==> src/rtl/cpu_6502_interrupt_ctrl.sv <==
// Interrupt/init request side of the 6502 microcode sequencer handshake: pin sync, NMI edge latch,
// boundary arbitration (NMI > IRQ > BRK) and vector/B selection. Optional: CPU_6502_NMI_HIJACK_EN.
module cpu_6502_interrupt_ctrl #(
    parameter int          SYNC_STAGES = 2,
    parameter logic [15:0] VEC_NMI     = 16'hFFFA,
    parameter logic [15:0] VEC_RES     = 16'hFFFC,
    parameter logic [15:0] VEC_IRQ     = 16'hFFFE
) (
    input  logic        i_clk,
    input  logic        i_rst_n,
    input  logic        i_irq_n,
    input  logic        i_nmi_n,
    input  logic        i_i_flag,
    input  logic        i_seq_start,
    input  logic        i_brk,
    input  logic        i_vector_load,
    input  logic        i_seq_done,
    output logic        o_init,
    output logic        o_handle_irq,
    output logic [15:0] o_vector,
    output logic        o_b_flag,
    output logic        o_nmi_pending
);

`ifdef CPU_6502_NMI_HIJACK_EN
    localparam bit HIJACK = 1'b1;
`else
    localparam bit HIJACK = 1'b0;
`endif

    typedef enum logic [1:0] {
        ST_INIT    = 2'd0,
        ST_IDLE    = 2'd1,
        ST_SERVICE = 2'd2
    } state_t;

    state_t state_reg, state_next;

    logic [SYNC_STAGES-1:0] irq_sync_reg;
    logic [SYNC_STAGES-1:0] nmi_sync_reg;
    logic                   nmi_prev_reg;

    logic        pending_reg, pending_next;
    logic        handle_reg, handle_next;
    logic        b_reg, b_next;
    logic        locked_reg, locked_next;
    logic [15:0] vector_reg, vector_next;

    logic irq_s, nmi_s, nmi_edge, irq_req;
    logic eval, take_nmi, take_irq, take_brk, go, take;

    always_ff @(posedge i_clk or negedge i_rst_n) begin
        if (!i_rst_n) begin
            irq_sync_reg <= '1;
            nmi_sync_reg <= '1;
            nmi_prev_reg <= 1'b1;
        end else begin
            irq_sync_reg <= {irq_sync_reg[SYNC_STAGES-2:0], i_irq_n};
            nmi_sync_reg <= {nmi_sync_reg[SYNC_STAGES-2:0], i_nmi_n};
            nmi_prev_reg <= nmi_s;
        end
    end

    assign irq_s    = irq_sync_reg[SYNC_STAGES-1];
    assign nmi_s    = nmi_sync_reg[SYNC_STAGES-1];
    assign nmi_edge = nmi_prev_reg & ~nmi_s;
    assign irq_req  = ~irq_s & ~i_i_flag;

    // A boundary is evaluated in IDLE, or in SERVICE when done retires the old sequence first.
    assign eval     = i_seq_start & ((state_reg == ST_IDLE) |
                                     ((state_reg == ST_SERVICE) & i_seq_done));
    assign take_nmi = eval & pending_reg;
    assign take_irq = eval & ~pending_reg & irq_req;
    assign take_brk = eval & ~pending_reg & ~irq_req & i_brk;
    assign go       = take_nmi | take_irq | take_brk;
    assign take     = take_nmi | take_irq;

    always_ff @(posedge i_clk or negedge i_rst_n) begin
        if (!i_rst_n) begin
            state_reg   <= ST_INIT;
            pending_reg <= 1'b0;
            handle_reg  <= 1'b0;
            b_reg       <= 1'b0;
            locked_reg  <= 1'b0;
            vector_reg  <= VEC_RES;
        end else begin
            state_reg   <= state_next;
            pending_reg <= pending_next;
            handle_reg  <= handle_next;
            b_reg       <= b_next;
            locked_reg  <= locked_next;
            vector_reg  <= vector_next;
        end
    end

    always_comb begin
        state_next   = state_reg;
        pending_next = pending_reg;
        handle_next  = handle_reg;
        b_next       = b_reg;
        locked_next  = locked_reg;
        vector_next  = vector_reg;
        o_vector     = vector_reg;

        if (take_nmi) begin
            o_vector = VEC_NMI;
        end else if (take_irq | take_brk) begin
            o_vector = VEC_IRQ;
        end else if (HIJACK && (state_reg == ST_SERVICE) && !locked_reg && pending_reg) begin
            o_vector = VEC_NMI;
        end

        if (go) begin
            locked_next = 1'b0;
        end else if (i_vector_load) begin
            locked_next = 1'b1;
        end

        if (state_reg == ST_INIT) begin
            pending_next = 1'b0;
            vector_next  = VEC_RES;
            if (i_seq_done) begin
                state_next = ST_IDLE;
            end
        end else begin
            // A fresh edge in the clearing cycle keeps the request alive.
            pending_next = nmi_edge |
                           (pending_reg & ~(i_vector_load & (o_vector == VEC_NMI)));
            vector_next  = o_vector;
            if (eval) begin
                handle_next = take;
                b_next      = take_brk;
                state_next  = go ? ST_SERVICE : ST_IDLE;
            end else if ((state_reg == ST_SERVICE) && i_seq_done) begin
                handle_next = 1'b0;
                b_next      = 1'b0;
                state_next  = ST_IDLE;
            end
        end
    end

    assign o_init        = (state_reg == ST_INIT);
    assign o_handle_irq  = handle_reg | take;
    assign o_b_flag      = b_reg;
    assign o_nmi_pending = pending_reg;

endmodule

==> config.mk <==
export PLATFORM = sky130hd
export DESIGN_NAME = cpu_6502_interrupt_ctrl
export DESIGN_NICKNAME = d
export VERILOG_FILES = /design/src/rtl/cpu_6502_interrupt_ctrl.sv
export SDC_FILE = /design/constraint.sdc
export NUM_CORES = 1
export LEC_CHECK = 0
export ABC_AREA = 0
export CAP_MARGIN = 20
export CORE_MARGIN = 1
export CORE_UTILIZATION = 45
export DETAILED_ROUTE_END_ITERATION = 8
export GPL_ROUTABILITY_DRIVEN = 0
export HOLD_SLACK_MARGIN = 0.1
export PLACE_DENSITY = 0.84
export SLEW_MARGIN = 20
export SYNTH_ARGS = -nofsm -noshare
export SYNTH_HDL_FRONTEND = slang
export SYNTH_SLANG_ARGS = --single-unit
==> constraint.sdc <==
create_clock -name i_clk -period 2 [get_ports i_clk]
set_input_delay 0.4 -clock i_clk [delete_from_list [all_inputs] [get_ports i_clk]]
set_output_delay 0.4 -clock i_clk [all_outputs]
set_load 0.02 [all_outputs]
---- After elaboration in Yosys (flattened, before gate mapping) ----
Cells that the tools add are included.
storage, ports and cells
  flip-flop bits (word level) ............. 26
  logic and storage cells ................. 54
operators by class
  eq/ne operators ......................... 4
  muxes and demuxes ....................... 12
  bitwise operators ....................... 24
  reduce and logical (&&, ||, !) cells .... 6
operator list
  cell                    count
  $mux W16                3
  $eq A16 B16 Y1 const B  1
  $and A1 B1 Y1           11
  $mux W2                 5
  $not A1 Y1              7
  $or A1 B1 Y1            6
  $mux W1                 4
  $reduce_and A2 Y1       2
  $reduce_bool A3 Y1      1
  $eq A2 B1 Y1 const B    1
  $eq A2 B2 Y1 const B    1
  $logic_not A2 Y1        1
  $ne A2 B2 Y1 const B    1
  $reduce_bool A2 Y1      1
  $logic_and A1 B1 Y1     1

---- Depth between registers and ports, before layout ----
  depth after elaboration ................. 16
  depth in mapped cells ................... 5

---- Worst setup path after synthesis ----
OpenSTA, ideal clock, no wires.
  path type ............................... reg-to-output
  from .................................... register pending_reg (netlist: o_nmi_pending)
  to ...................................... output port o_vector[0]
  arrival time ............................ 1.459 ns
  data required time ...................... 1.600 ns
  slack ................................... 0.141 ns
  cell stages (with the launch flop) ...... 5
  path through ............................ dfrtp_1 -> o21bai_1 -> o221ai_4 -> buf_2 -> and2_1
between the ends
  longest elaborated chain between the ends .. 7
  elaborated cells between the ends (all ways) .. 9
  classes of those cells .................. mux: 2; bitwise: 7
ends and longest elaborated chain
  item                        RTL line  text
  start: declaration          43        logic pending_reg, pending_next;
  start signal: assignment    88        pending_reg <= pending_next;
  $not A1 Y1                  73, 74
  $and A1 B1 Y1               73, 74
  $and A1 B1 Y1 (2 in a row)  74        assign take_brk = eval & ~pending_reg & ~irq_req & i_brk;
  $or A1 B1 Y1                107       end else if (take_irq | take_brk) begin
  $mux W16                    107
  $mux W16 *                  105       if (take_nmi) begin
  end: declaration            20        output logic [15:0] o_vector,
Mark *: on every way between the ends. The rest lies on a longest branch, timed or not.

---- Worst setup path in the final report ----
  from .................................... register irq_sync_reg[1]
  to ...................................... output port o_vector[5]
between the ends
  longest elaborated chain between the ends .. 8
  elaborated cells between the ends (all ways) .. 9
  classes of those cells .................. mux: 2; bitwise: 7
ends and longest elaborated chain
  item                        RTL line  text
  start: declaration          39        logic [SYNC_STAGES-1:0] irq_sync_reg;
  start signal: assignment    58        irq_sync_reg <= {irq_sync_reg[SYNC_STAGES-2:0], i_irq_n};
  $not A1 Y1 *                67        assign irq_req = ~irq_s & ~i_i_flag;
  $and A1 B1 Y1 *             67
  $not A1 Y1                  74
  $and A1 B1 Y1 (2 in a row)  74
  $or A1 B1 Y1 *              107
  $mux W16 *                  107
  $mux W16 *                  105
Marked as above.

==> results.json <==
{
  "synthArstFlopShare": 1.00,
  "ios": 29,
  "htree_levels": 1,
  "finalWirelength_mm": 2.96,
  "status": "finished, violations left",
  "ys_warn_count": 0,
  "path_max_fanout": 5,
  "yosysSeqAreaShare": 0.602,
  "largest_register_ff_count": 16,
  "clk_path_buf_depth": 2,
  "maxSlewHeadroom": 0.755,
  "dp_cells": 163,
  "track_usage": 0.235,
  "cp.arrival_ns": 1.82,
  "max_stage_delay_ns": 0.57,
  "dpl_cell_area_sq_um": 1530,
  "path_cells": "o21bai_1, buf_4, o221ai_4, buf_6, buf_6, nand2b_4, buf_6",
  "rsz0062_at_grt": "true",
  "fillers": 134,
  "path_common_cell": "buf_6",
  "antennaDiodeCount": 0,
  "ys_ff_latch": 26,
  "rr_worst_depth": 7,
  "crit_required_ns": 1.60,
  "worstSkewPairLatency_ns": 0.33,
  "cts_tree": "done",
  "crit_path_end_kind": "primary output",
  "grt_pass1_wl_mm": 4.44,
  "startpoint_type": "flip-flop",
  "final_area_sq_um": 1810,
  "fin_setup_tns_ns": -2.56,
  "synthToLayoutAreaGrowth_pct": 61.7,
  "worstMarginPinSlew_ns": 0.363,
  "vdd_drop_max_uv": 1160,
  "final_antenna_net_count": 0,
  "fin_ws_ns": -0.216,
  "overflow": 0,
  "hp-class": "flip-flop to flip-flop",
  "ys.flop_type": "dfstp_2",
  "die_x_microns": 51.9,
  "clockRootBuffer": "clkbuf_4",
  "period_needed_ns": 2.22,
  "routedWlPerCell_microns": 16.3,
  "first_global_vias": 951,
  "synth_cell_types": 27,
  "maxCapViolCount": 0,
  "skew_ns": 0.00750,
  "violations": "setup timing",
  "syn_area_sq_um": 1120,
  "synthesis.nets": 103,
  "netlist.area_leader.share": 0.446,
  "vias_per_cell": 5.15,
  "cts-buffers-inserted": 3,
  "clk_pin_slew_ns": 0.13,
  "maxSlewViolCount": 0,
  "crit_type": "flip-flop to primary output",
  "fin_crit_sh": 1.11,
  "io_buffers": 28,
  "max_clock_freq_ghz": 0.451,
  "yosysMostFrequentCell": "nand2b_1",
  "hpwlAfterDp_mm": 1.69,
  "leakagePower_nw": 0.866,
  "rows": 17,
  "cts_sinks": 26,
  "setup_violations": 17,
  "first_pass_iters": 4,
  "hold_violations": 0,
  "syn_area_per_cell_sq_um": 11.9,
  "synth_top_area_cell": "dfstp_2",
  "ys_top_cells_by_area": "dfstp_2, dfrtp_1, nand2b_1",
  "synthCells": 94,
  "holdPathStages": 0,
  "core_sq_um": 2280,
  "drive_above_1_share": 0.552,
  "cpMaxStageDelayCell": "dfstp_2",
  "chipHeight_microns": 51.9,
  "grt_max_degree": 27,
  "die-area_sq_um": 2690,
  "vias": 938,
  "synth-edff-count": 0,
  "antenna_found_initial": 0,
  "drc": 0,
  "ctsHoldBuffers": 0,
  "fin_cells": 182,
  "p_per_area_nw_per_um2": 1080,
  "netlist_top_cells_count": "nand2b_1, dfstp_2, dfrtp_1, nand2_1",
  "drtIter0Drc": 12,
  "nets": 164,
  "start_util": 0.492
}
repair_timing:
item                                    in CTS  in global routing
cloned                                       1                  0
endpoints found under the setup margin      18                 17
setup buffers                                8                  8
pin swaps                                    5                  4
resized for setup                          100                 26
through the flow:
stage / hold WS, ns / utilization / worst slack, ns / power [mW]
2_1_floorplan: 0.104 / - / 0.141 / 1.05
3_3_place_gp: 0.346 / 0.673 / -0.652 / 1.36
3_5_place_dp: 0.348 / 0.673 / -0.677 / 1.39
4_1_cts: 0.367 / 0.754 / -0.183 / 1.83
5_1_grt: 0.372 / 0.795 / -0.318 / 2.07
6_report: 0.366 / 0.795 / -0.216 / 1.96
where the power goes:
group	leakage [nW]	total [mW]	internal, mW	switching [mW]
Clock	0.0150	0.226	0.0783	0.148
Sequential	0.284	0.653	0.610	0.0432
Combinational	0.566	1.08	0.577	0.507
Total	0.866	1.96	1.27	0.698
worst max-delay path: cells and delay by family (launching register included):
kind                   cells  cell delay [ns]
and+or+nand+nor            1             0.04
AOI/OAI and AO/OA          2             0.30
DFF                        1             0.57
buffers and inverters      4             0.56
path summary, 6_finish.rpt:
kind | start | endpoint | slack [ns]
max | irq_sync_reg[1] | o_vector[5] | -0.22
max in group asynchronous | i_rst_n | vector_reg[4] | 1.30
min | irq_sync_reg[0] | irq_sync_reg[1] | 0.37
min in group asynchronous | i_rst_n | vector_reg[1] | 0.41
min reg2reg | irq_sync_reg[0] | irq_sync_reg[1] | 0.37
max reg2reg | state_reg[1] | o_nmi_pending | 0.16
final cells by class:
type / count / area [sq um] / area share
clock buffer: 4 / 26.3 / 0.0145
sequential: 26 / 674 / 0.372
multi-input combinational: 64 / 527 / 0.291
timing repair buffer: 57 / 537 / 0.296
tap: 28 / 35.0 / 0.0194
inverter: 3 / 11.3 / 0.00622
layout by cell type (no fill, tap or decap), drive strengths merged:
| cell type | count |
|---|---|
| inv | 3 |
| o21a | 3 |
| nand4 | 2 |
| o221ai | 2 |
| nand3 | 1 |
| clkdlybuf4s50 | 8 |
| a21oi | 1 |
| or4 | 1 |
| dfrtp | 7 |
| a21o | 2 |
| o21bai | 1 |
| nor2b | 1 |
| nand2 | 7 |
| and2b | 1 |
| nand2b | 28 |
| dlygate4sd2 | 3 |
| a221oi | 1 |
| or2b | 2 |
| clkbuf | 4 |
| nand4b | 1 |
| dfstp | 19 |
| and3b | 1 |
| a211oi | 1 |
| and2 | 3 |
| o21ai | 3 |
| nor2 | 1 |
| buf | 46 |
| o31ai | 1 |
metal layers:
metal | up-vias | GRT usage | part of all wire
met3 | 9 | 0.0409 | 0.038
met1 | 473 | 0.292 | 0.38
met2 | 20 | 0.391 | 0.55
li1 | 436 | - | -
met5 | - | 0 | 0
met4 | 0 | 0.117 | 0.031
cell families (layout without fill, tap and decap cells):
family,Yosys count,count (layout),synth area share
buffers and inverters,5,64,0.0246
flip-flops,26,26,0.602
AND/OR/NAND/NOR,49,49,0.264
AO/OA/AOI/OAI,14,15,0.109
Note: power is estimated with default switching activity, not from simulation.
